==> src/rtl/alu_result_display_if.sv <==
`default_nettype none
// ============================================================================
// Module   : alu_result_display_if
// Purpose  : Bundles the ALU result input and the 7-segment display outputs
//            shared between the ALU test harness and the display driver.
// Revision : 1.0 - initial release
// ============================================================================
interface alu_result_display_if;
  logic [9:0] result;  // ALU result, unsigned
  logic [6:0] seg;     // active-low segments {g,f,e,d,c,b,a}
  logic [3:0] an;      // active-low one-hot digit enables
  logic       busy;    // conversion in progress

  // Producer of the ALU result; observes the display lines.
  modport master (
    output result,
    input  seg,
    input  an,
    input  busy
  );

  // Display driver.
  modport slave (
    input  result,
    output seg,
    output an,
    output busy
  );
endinterface
`default_nettype wire

==> src/rtl/alu_result_display.sv <==
`default_nettype none
// ============================================================================
// Module   : alu_result_display
// Purpose  : Converts a 10-bit ALU result to four BCD digits with a
//            sequential double-dabble engine and time-multiplexes them onto
//            a 4-digit common-anode 7-segment display.
// Options  : ALU_DISP_LZB_EN - when defined, leading zeros are blanked.
// Revision : 1.0 - initial release
// ============================================================================
module alu_result_display #(
  parameter int REFRESH_DIV = 50000  // cycles each digit stays lit, >= 2
) (
  input  logic                  clk,
  input  logic                  rst_n,
  alu_result_display_if.slave   bus
);

  localparam int DIV_W = (REFRESH_DIV > 2) ? $clog2(REFRESH_DIV) : 1;
  localparam logic [DIV_W-1:0] DIV_MAX = DIV_W'(REFRESH_DIV - 1);
  localparam logic [3:0] LAST_BIT = 4'd9;  // cnt value on the 10th shift

  typedef enum logic [1:0] {
    IDLE = 2'd0,
    CONV = 2'd1,
    DONE = 2'd2
  } state_t;

  state_t           state;
  state_t           state_next;
  logic [9:0]       last_val;
  logic [9:0]       sh;
  logic [15:0]      bcd;
  logic [15:0]      bcd_adj;
  logic [15:0]      disp;
  logic [3:0]       cnt;
  logic [DIV_W-1:0] div;
  logic [1:0]       idx;
  logic [3:0]       digit;
  logic [6:0]       seg_raw;
  logic             start;

  // A new conversion is launched only when the input differs from the last
  // accepted value; this also catches changes that arrived mid-conversion.
  assign start = (bus.result != last_val);

  // Double-dabble correction: every BCD nibble >= 5 gets +3 before the shift.
  for (genvar i = 0; i < 4; i++) begin : g_adj
    assign bcd_adj[4*i +: 4] = (bcd[4*i +: 4] >= 4'd5) ? bcd[4*i +: 4] + 4'd3
                                                       : bcd[4*i +: 4];
  end

  // Conversion FSM state register.
  always_ff @(posedge clk or negedge rst_n) begin
    if (!rst_n) begin
      state <= IDLE;
    end else begin
      state <= state_next;
    end
  end

  // Conversion FSM next-state logic.
  always_comb begin
    state_next = state;
    case (state)
      IDLE:    if (start) state_next = CONV;
      CONV:    if (cnt == LAST_BIT) state_next = DONE;
      DONE:    state_next = IDLE;
      default: state_next = IDLE;
    endcase
  end

  // Conversion datapath: load on start, adjust-and-shift in CONV, publish in DONE.
  always_ff @(posedge clk or negedge rst_n) begin
    if (!rst_n) begin
      last_val <= '0;
      sh       <= '0;
      bcd      <= '0;
      cnt      <= '0;
      disp     <= '0;
    end else begin
      case (state)
        IDLE: begin
          if (start) begin
            sh       <= bus.result;
            last_val <= bus.result;
            bcd      <= '0;
            cnt      <= '0;
          end
        end
        CONV: begin
          {bcd, sh} <= {bcd_adj, sh} << 1;
          cnt       <= cnt + 4'd1;
        end
        DONE: begin
          disp <= bcd;
        end
        default: ;
      endcase
    end
  end

  assign bus.busy = (state != IDLE);

  // Refresh divider and digit scanner; free-running, independent of conversion.
  always_ff @(posedge clk or negedge rst_n) begin
    if (!rst_n) begin
      div <= '0;
      idx <= '0;
    end else if (div == DIV_MAX) begin
      div <= '0;
      idx <= idx + 2'd1;
    end else begin
      div <= div + DIV_W'(1);
    end
  end

  assign digit  = disp[4*idx +: 4];
  assign bus.an = ~(4'b0001 << idx);

  // BCD to active-low 7-segment decode, bit order {g,f,e,d,c,b,a}.
  always_comb begin
    seg_raw = 7'b1111111;
    case (digit)
      4'd0:    seg_raw = 7'b1000000;
      4'd1:    seg_raw = 7'b1111001;
      4'd2:    seg_raw = 7'b0100100;
      4'd3:    seg_raw = 7'b0110000;
      4'd4:    seg_raw = 7'b0011001;
      4'd5:    seg_raw = 7'b0010010;
      4'd6:    seg_raw = 7'b0000010;
      4'd7:    seg_raw = 7'b1111000;
      4'd8:    seg_raw = 7'b0000000;
      4'd9:    seg_raw = 7'b0010000;
      default: seg_raw = 7'b1111111;
    endcase
  end

`ifdef ALU_DISP_LZB_EN
  // A digit is blank when it and every more significant digit are zero;
  // the units digit always shows.
  logic [3:0] blank;
  assign blank[3] = (disp[15:12] == 4'd0);
  assign blank[2] = blank[3] && (disp[11:8] == 4'd0);
  assign blank[1] = blank[2] && (disp[7:4] == 4'd0);
  assign blank[0] = 1'b0;
  assign bus.seg  = blank[idx] ? 7'b1111111 : seg_raw;
`else
  assign bus.seg  = seg_raw;
`endif

endmodule
`default_nettype wire

==> src/flat_wrapper.sv <==
// flat-port wrapper written by rule: the top's interface ports become plain ports
module alu_result_display_flat 
#(
  parameter int REFRESH_DIV = 50000                                      
)
  (clk, rst_n, bus_result, bus_seg, bus_an, bus_busy);
  alu_result_display_if bus_i ();
  input  logic clk;
  input  logic rst_n;
  input wire logic [$bits(bus_i.result)-1:0] bus_result;
  output wire logic [$bits(bus_i.seg)-1:0] bus_seg;
  output wire logic [$bits(bus_i.an)-1:0] bus_an;
  output wire logic [$bits(bus_i.busy)-1:0] bus_busy;
  assign bus_i.result = bus_result;
  assign bus_seg = bus_i.seg;
  assign bus_an = bus_i.an;
  assign bus_busy = bus_i.busy;
  alu_result_display #(.REFRESH_DIV(REFRESH_DIV)) u_core (.clk(clk), .rst_n(rst_n), .bus(bus_i));
endmodule
==> config.mk <==
export PLATFORM = sky130hd
export DESIGN_NAME = alu_result_display_flat
export DESIGN_NICKNAME = d
export VERILOG_FILES = /design/src/rtl/alu_result_display_if.sv /design/src/rtl/alu_result_display.sv /design/src/flat_wrapper.sv
export SDC_FILE = /design/constraint.sdc
export NUM_CORES = 1
export LEC_CHECK = 0
export ABC_AREA = 1
export CORE_AREA = 2 2 112 114
export DETAILED_ROUTE_END_ITERATION = 10
export DIE_AREA = 0 0 114 116
export PLACE_DENSITY_LB_ADDON = 0.05
export REMOVE_ABC_BUFFERS = 1
export SLEW_MARGIN = 10
export SYNTH_ARGS = -nofsm -noshare
export SYNTH_HDL_FRONTEND = slang
export SYNTH_SLANG_ARGS = --single-unit
==> constraint.sdc <==
create_clock -name clk -period 2.87 [get_ports clk]
set_input_delay 0.574 -clock clk [delete_from_list [all_inputs] [get_ports clk]]
set_output_delay 0.574 -clock clk [all_outputs]
set_load 0.1 [all_outputs]
==> metrics.md, run 1 <==
| Metric | Value |
|---|---|
| Area of the core | `0.0119 mm^2` |
| Status | `completed` |
| Cell-by-cell listing of the critical path | `a21oi_1, o21ai_0, nand2_1, inv_1, ha_1, nor2_1, a21oi_1, o21ai_1, buf_12` |
| Share of total power in the clock network | `20.7%` |
| Worst endpoint data arrival time | `2090 ps` |
| CTS tree | `yes` |
| Reported leakage power | `2.52 nW` |
| Global-route wire length before repair | `15100 um` |
| Util after Layout | `41.1%` |
| Share of post-route cells with drive strength above 1 | `8.93%` |
| Diode insertion count for antenna repair | `0` |
| Highest achievable clock rate | `375 MHz` |
| Count of pins over their slew limit | `0` |
| Critical Path RT | `2300 ps` |
| Count of final setup violators | `0` |
| Worst ir drop on vdd | `473 uV` |
| Number of endpoints with negative hold slack in the final report | `0` |
| Netlist area before placement | `0.00415 mm^2` |
| Post-route ant nets | `0` |
| Number of vias per cell after detailed routing | `4.66` |
| Total congestion overflow | `0` |
| Count of cell types in the netlist | `28` |
| Type of the most critical hold path | `in -> async` |
| Post-layout instance count excluding filler cells | `707` |
| First-pass detailed-route iteration total | `6` |
| Multi-input gate area in the final layout | `0.00187 mm^2` |
| Yosys Warn Count | `0` |
| Hold Buf Count CTS | `0` |
| Via count of the first global-routing pass | `3143` |
| Most used cells in the layout excluding fill and tap cells | `154 x sky130_fd_sc_hd__nand2_1, 75 x sky130_fd_sc_hd__dfrtp_1, 65 x sky130_fd_sc_hd__inv_1` |
| Clock-pin slew on the worst setup and hold paths | `60 ps` |
| Fraction of power consumed by combinational cells | `48.5%` |
| Type of the worst setup path | `reg -> out` |
| Combined flip-flop and latch cell area | `0.00190 mm^2` |
| Int Power | `0.00316 W` |
| Rows | `40` |
| Setup crit end kind | `output port` |
| Critical path's largest stage delay | `480 ps` |
| Cells taking the most area after synthesis | `sky130_fd_sc_hd__dfrtp_1 46%, sky130_fd_sc_hd__nand2_1 14%, sky130_fd_sc_hd__o21ai_0 7.1%, sky130_fd_sc_hd__ha_1 6.0%, sky130_fd_sc_hd__nand3_1 6.0%` |
| Number of buffers inserted during clock tree synthesis | `9` |
| Switching power as a share of total power | `43.9%` |
| Max H-tree Level | `3` |
| Hold slack | `189 ps` |
| Fill count | `1215` |
| Effective utilization at floorplan | `34.8%` |
| PortBufs | `23` |
| Remaining DRCs | `0` |
| Total buffers and inverters traversed by the critical path | `2` |
| Cell accounting for the most synthesized area | `sky130_fd_sc_hd__dfrtp_1` |
| Sequential fraction of the synthesis area | `45.8%` |
| Maximum number of buffers from clock root to sink | `2` |
| Clock latency at the later pin of the worst-skew pair | `340 ps` |
| Post-route minimum period | `2670 ps` |
| Max-slew headroom | `42.3%` |
| Ratio of total power to cell area | `1150 mW/mm^2` |
| Weighted congestion at the end of routability-driven global placement | `0.780` |
| Overall global routing resource usage | `14.4%` |
| Vertical extent of the die | `116 um` |
| Cell family contributing the most delay on the critical path | `compound AO/OA/AOI/OAI gates` |
| Critical path fanouts, max | `9` |
| Kind of start point of the critical path | `flop` |
| Largest net degree at the start of global routing | `45` |
| Most common cell after layout, fill and taps aside | `sky130_fd_sc_hd__nand2_1` |
| Horizontal die dimension | `114 um` |
| Synth-to-Final Area Change | `18.0%` |
| Instance count after placement with tap cells included | `688` |
| HPWL after DPL | `5580 um` |
| Final period util | `92.9%` |
| Transition time at the pin with the least slew margin | `863 ps` |
| Sequential fraction of design power | `30.7%` |
| Count of routing violations after the opening detailed-route iteration | `157` |
| PnR Total Power | `0.00564 W` |
| Cell with the largest stage delay on the worst path | `sky130_fd_sc_hd__dfrtp_1` |
| Yosys top cell area share | `45.8%` |
| Initial antenna violation count | `0` |
| Area of the die | `0.0132 mm^2` |
| Layout net count | `588` |
| Clock Tree Root | `sky130_fd_sc_hd__clkbuf_16` |
| Most prevalent standard cell on the critical path | `sky130_fd_sc_hd__a21oi_1` |
| Flops & latches, synth | `76` |
| Setup repair after global routing missed its margin | `no` |
| Cell count after synthesis | `530` |
| Routed wire length per instance | `11.7 um` |
| Post-Synthesis Mean Instance Area | `7.83 um^2` |
| Via count | `3292` |
| Clock Sinks | `76` |
| Routed wire length | `8260 um` |
| Max-capacitance violation count | `0` |
| Worst Clk Skew | `7.29 ps` |
| Psw | `0.00248 W` |
| IO Count | `24` |
-- cell families after synthesis --
group           synth area share [%]
compound gates                  9.77
flops                           45.8
xor+xnor                        3.59
buf+inv                         9.13
fa+ha+maj                       6.03
simple gates                    25.7
-- cell usage after synthesis --
cell type	n
sky130_fd_sc_hd__buf_2	2
sky130_fd_sc_hd__xor2_1	13
sky130_fd_sc_hd__nor3_1	2
sky130_fd_sc_hd__nor2_2	1
sky130_fd_sc_hd__nand2_4	2
sky130_fd_sc_hd__nand3_2	2
sky130_fd_sc_hd__o21ai_0	59
sky130_fd_sc_hd__ha_1	20
sky130_fd_sc_hd__a21oi_1	19
sky130_fd_sc_hd__nor4_1	1
sky130_fd_sc_hd__nand3_1	50
sky130_fd_sc_hd__inv_1	65
sky130_fd_sc_hd__xnor2_1	4
sky130_fd_sc_hd__a22oi_1	1
sky130_fd_sc_hd__dfrtp_1	76
sky130_fd_sc_hd__buf_1	2
sky130_fd_sc_hd__inv_2	5
sky130_fd_sc_hd__nor2_1	33
sky130_fd_sc_hd__buf_12	1
sky130_fd_sc_hd__nor3_4	1
sky130_fd_sc_hd__or2_2	3
sky130_fd_sc_hd__clkbuf_1	5
sky130_fd_sc_hd__buf_4	2
sky130_fd_sc_hd__nand2_1	154
sky130_fd_sc_hd__o211ai_1	1
sky130_fd_sc_hd__and3_1	1
sky130_fd_sc_hd__buf_6	4
sky130_fd_sc_hd__nand4_1	1
-- final timing paths --
check	from	end	slack (ps)	cells past startpoint
max	u_core.idx[1]	bus_seg[4]	200	9
min	rst_n	u_core.div[8]	190	1
max reg2reg	u_core.last_val[7]	u_core.bcd[12]	1190	10
min reg2reg	u_core.div[0]	u_core.div[0]	460	1
max in group asynchronous	rst_n	u_core.bcd[9]	2080	2
min in group clk	u_core.div[0]	u_core.div[0]	460	1
-- routing by layer --
layer / wire, um / track usage, %
met5: 0 / 0
met4: 160 / 7.07
met3: 220 / 2.82
met2: 3560 / 21.8
met1: 4320 / 19.7
-- registers in the layout, summed over array words and instances (netlist names) --
signal and cells:
u_core.bcd 16, u_core.sh 10, u_core.cnt 4, u_core.last_val 10, u_core.disp 16, u_core.idx 2
u_core.div 16, u_core.state 2
-- repair_timing --
action / 4_1_cts / 5_1_grt
endpoints found under the hold margin: 0 / 0
endpoints found under the setup margin: 3 / 3
pin swaps: 0 / 1
cloned: 0 / 0
setup buffers: 0 / 4
resized for setup: 1 / 4
-- through the flow --
stage / setup slack [ps] / setup TNS, ps / area (um^2)
6_report: 204 / 0 / 4900
4_1_cts: 26.4 / 0 / 4870
2_1_floorplan: -1140 / -3170 / 4030
3_3_place_gp: 329 / 0 / 4560
5_1_grt: 13.4 / 0 / 4900
3_5_place_dp: 266 / 0 / 4560
-- power groups by stage --
stage / Clock (W) / Sequential, W / Combinational (W)
floorplan: 0 / 0.00167 / 0.00195
global placement: 0 / 0.00175 / 0.00272
detailed placement: 0 / 0.00175 / 0.00274
CTS: 0.00121 / 0.00173 / 0.00275
global route: 0.00126 / 0.00179 / 0.00312
finish: 0.00117 / 0.00173 / 0.00274
-- cell type report --
| class | count | share of cell area, % |
|---|---|---|
| Inverter | 70 | 5.37 |
| Sequential cell | 76 | 38.9 |
| Timing Repair Buffer | 31 | 7.56 |
| Tap cell | 147 | 3.76 |
| Clock buffer | 14 | 5.60 |
| Clock inverter | 1 | 0.613 |
| Multi-Input combinational cell | 368 | 38.2 |
No activity file was read; power rests on OpenSTA's default activity.
==> inputs of run 2 (changes only) <==
Clock period 2.87 ns to 2.4 ns, I/O delays scaled along.
==> metrics.md, run 2 (synthesized netlist as in run 1, its figures left out) <==
| Metric | Value |
|---|---|
| CTS tree | `yes` |
| Routed wire length | `8750 um` |
| Largest net degree at the start of global routing | `47` |
| Clock-pin slew on the worst setup and hold paths | `60 ps` |
| Layout net count | `601` |
| Count of final setup violators | `5` |
| Cell area after placement | `0.00465 mm^2` |
| Reported leakage power | `2.65 nW` |
| Horizontal die dimension | `114 um` |
| Setup crit end kind | `output port` |
| Routed wire length per instance | `12.1 um` |
| Most common cell after layout, fill and taps aside | `sky130_fd_sc_hd__nand2_1` |
| Remaining DRCs | `0` |
| Clock latency at the later pin of the worst-skew pair | `340 ps` |
| Critical Path RT | `1920 ps` |
| Effective utilization at floorplan | `34.8%` |
| Int Power | `0.00401 W` |
| Fraction of power consumed by combinational cells | `50.4%` |
| Post-route ant nets | `0` |
| Max-slew headroom | `42.6%` |
| Final period util | `103%` |
| PortBufs | `23` |
| Critical path fanouts, max | `6` |
| Violated checks | `setup timing` |
| Max H-tree Level | `3` |
| Post-route minimum period | `2460 ps` |
| Transition time at the pin with the least slew margin | `859 ps` |
| Post-Place Setup Slack | `99.9 ps` |
| Sequential fraction of design power | `29.2%` |
| Worst endpoint data arrival time | `1980 ps` |
| Hold slack | `78.6 ps` |
| Via count of the first global-routing pass | `3390` |
| Diode insertion count for antenna repair | `0` |
| Area of the core | `0.0119 mm^2` |
| Rows | `40` |
| Via count | `3343` |
| Ratio of total power to cell area | `1360 mW/mm^2` |
| Status | `finished, violations left` |
| Type of the worst setup path | `reg -> out` |
| Area of the die | `0.0132 mm^2` |
| Number of endpoints with negative hold slack in the final report | `0` |
| Share of total power in the clock network | `20.4%` |
| Weighted congestion at the end of routability-driven global placement | `0.792` |
| Count of pins over their slew limit | `0` |
| Vertical extent of the die | `116 um` |
| Maximum number of buffers from clock root to sink | `2` |
| Max-capacitance violation count | `0` |
| Final standard cell area without fillers | `0.00523 mm^2` |
| Kind of start point of the critical path | `flop` |
| Number of vias per cell after detailed routing | `4.64` |
| Most used cells in the layout excluding fill and tap cells | `141 x sky130_fd_sc_hd__nand2_1, 74 x sky130_fd_sc_hd__dfrtp_1, 61 x sky130_fd_sc_hd__inv_1` |
| Count of routing violations after the opening detailed-route iteration | `159` |
| Psw | `0.00312 W` |
| Worst Clk Skew | `4.83 ps` |
| First-pass detailed-route iteration total | `4` |
| HPWL after DPL | `5750 um` |
| Highest achievable clock rate | `406 MHz` |
| Slack of the critical path | `-62.6 ps` |
| Global-route wire length before repair | `15500 um` |
| Worst ir drop on vdd | `488 uV` |
| Setup repair after global routing missed its margin | `yes` |
| Synth-to-Final Area Change | `26.1%` |
| Type of the most critical hold path | `in -> async` |
| Total congestion overflow | `0` |
| Clock Tree Root | `sky130_fd_sc_hd__clkbuf_16` |
| Clock Sinks | `76` |
| IO Count | `24` |
| Registers with the most flip-flops | `u_core.bcd: 16 flops, u_core.disp: 16 flops, u_core.div: 16 flops` |
| Initial antenna violation count | `0` |
| Overall global routing resource usage | `14.7%` |
| Switching power as a share of total power | `43.7%` |
| Hold Buf Count CTS | `0` |
| Number of buffers inserted during clock tree synthesis | `9` |
| Share of post-route cells with drive strength above 1 | `16.9%` |
[run 2: cell types whose count changed in the layout (fill, tap and decap cells not counted), sizes merged]
cell and delta:
clkbuf -3, clkinv +3, bufinv +1, buf +13
[run 2: layout make-up]
class,instances,area [um^2]
timing repair buffer,44,542
inverter,70,270
clock inverter,5,75.1
tap,147,184
multi-input combinational,368,2010
sequential,76,1900
clock buffer,11,243
fill,1223,6680
[run 2: worst paths after layout]
path	slack [ps]	to	start	depth (start not counted)
worst min-delay path	80	u_core.div[8]	rst_n	1
worst max-delay path	-60	bus_seg[4]	u_core.idx[0]	10
min in group clk	480	u_core.div[0]	u_core.div[0]	1
worst min register to register	480	u_core.div[0]	u_core.div[0]	1
worst max register to register	840	u_core.bcd[12]	u_core.last_val[7]	10
max in group asynchronous	1720	u_core.idx[0]	rst_n	2
[run 2: power by group through the flow]
stage          clock network [W]  logic, W  registers, W
2_1_floorplan                  0   0.00233       0.00200
3_3_place_gp                   0   0.00331       0.00209
3_5_place_dp                   0   0.00334       0.00210
4_1_cts                  0.00151   0.00344       0.00208
5_1_grt                  0.00155   0.00403       0.00215
6_report                 0.00146   0.00359       0.00208
[run 2: repair_timing]
action / CTS / global route
cloned: 0 / 0
resized for setup: 30 / 23
pin swaps: 8 / 13
endpoints found under the setup margin: 7 / 7
buffers inserted: 7 / 5
[run 2: routing by layer]
layer,routed length (um),vias to the layer above,GRT usage [%]
met5,0,-,0
met4,167,0,7.24
met3,211,13,2.98
met2,4090,40,23.7
met1,4280,1530,18.9
li1,-,1760,-
[run 2: critical path, cell delays in order, from the launching register on]
cell and delay (ps):
sky130_fd_sc_hd__dfrtp_2 460, sky130_fd_sc_hd__a21oi_1 200, sky130_fd_sc_hd__o21ai_2 100, sky130_fd_sc_hd__nand2_4 110, sky130_fd_sc_hd__inv_4 50, sky130_fd_sc_hd__ha_4 150, sky130_fd_sc_hd__nor2_2 110, sky130_fd_sc_hd__a21oi_1 50
sky130_fd_sc_hd__o21ai_1 130, sky130_fd_sc_hd__buf_4 130, sky130_fd_sc_hd__buf_12 160
[run 2: through the flow]
stage | total power [W] | util [%] | std cells | setup TNS, ps
after floorplan | 0.00433 | - | 514 | -4370
after global placement | 0.00540 | 39.0 | 693 | 0
after detailed placement | 0.00544 | 39.0 | 693 | 0
after CTS | 0.00702 | 42.7 | 716 | -66.0
after global routing | 0.00773 | 43.9 | 721 | -746
final | 0.00713 | 43.9 | 721 | -144
==> inputs of run 3 (changes only) <==
Settings changed: HOLD_SLACK_MARGIN set to 0.03.
==> results of run 3 <==
Final layout, timing and power as in run 2 (identical DEF).
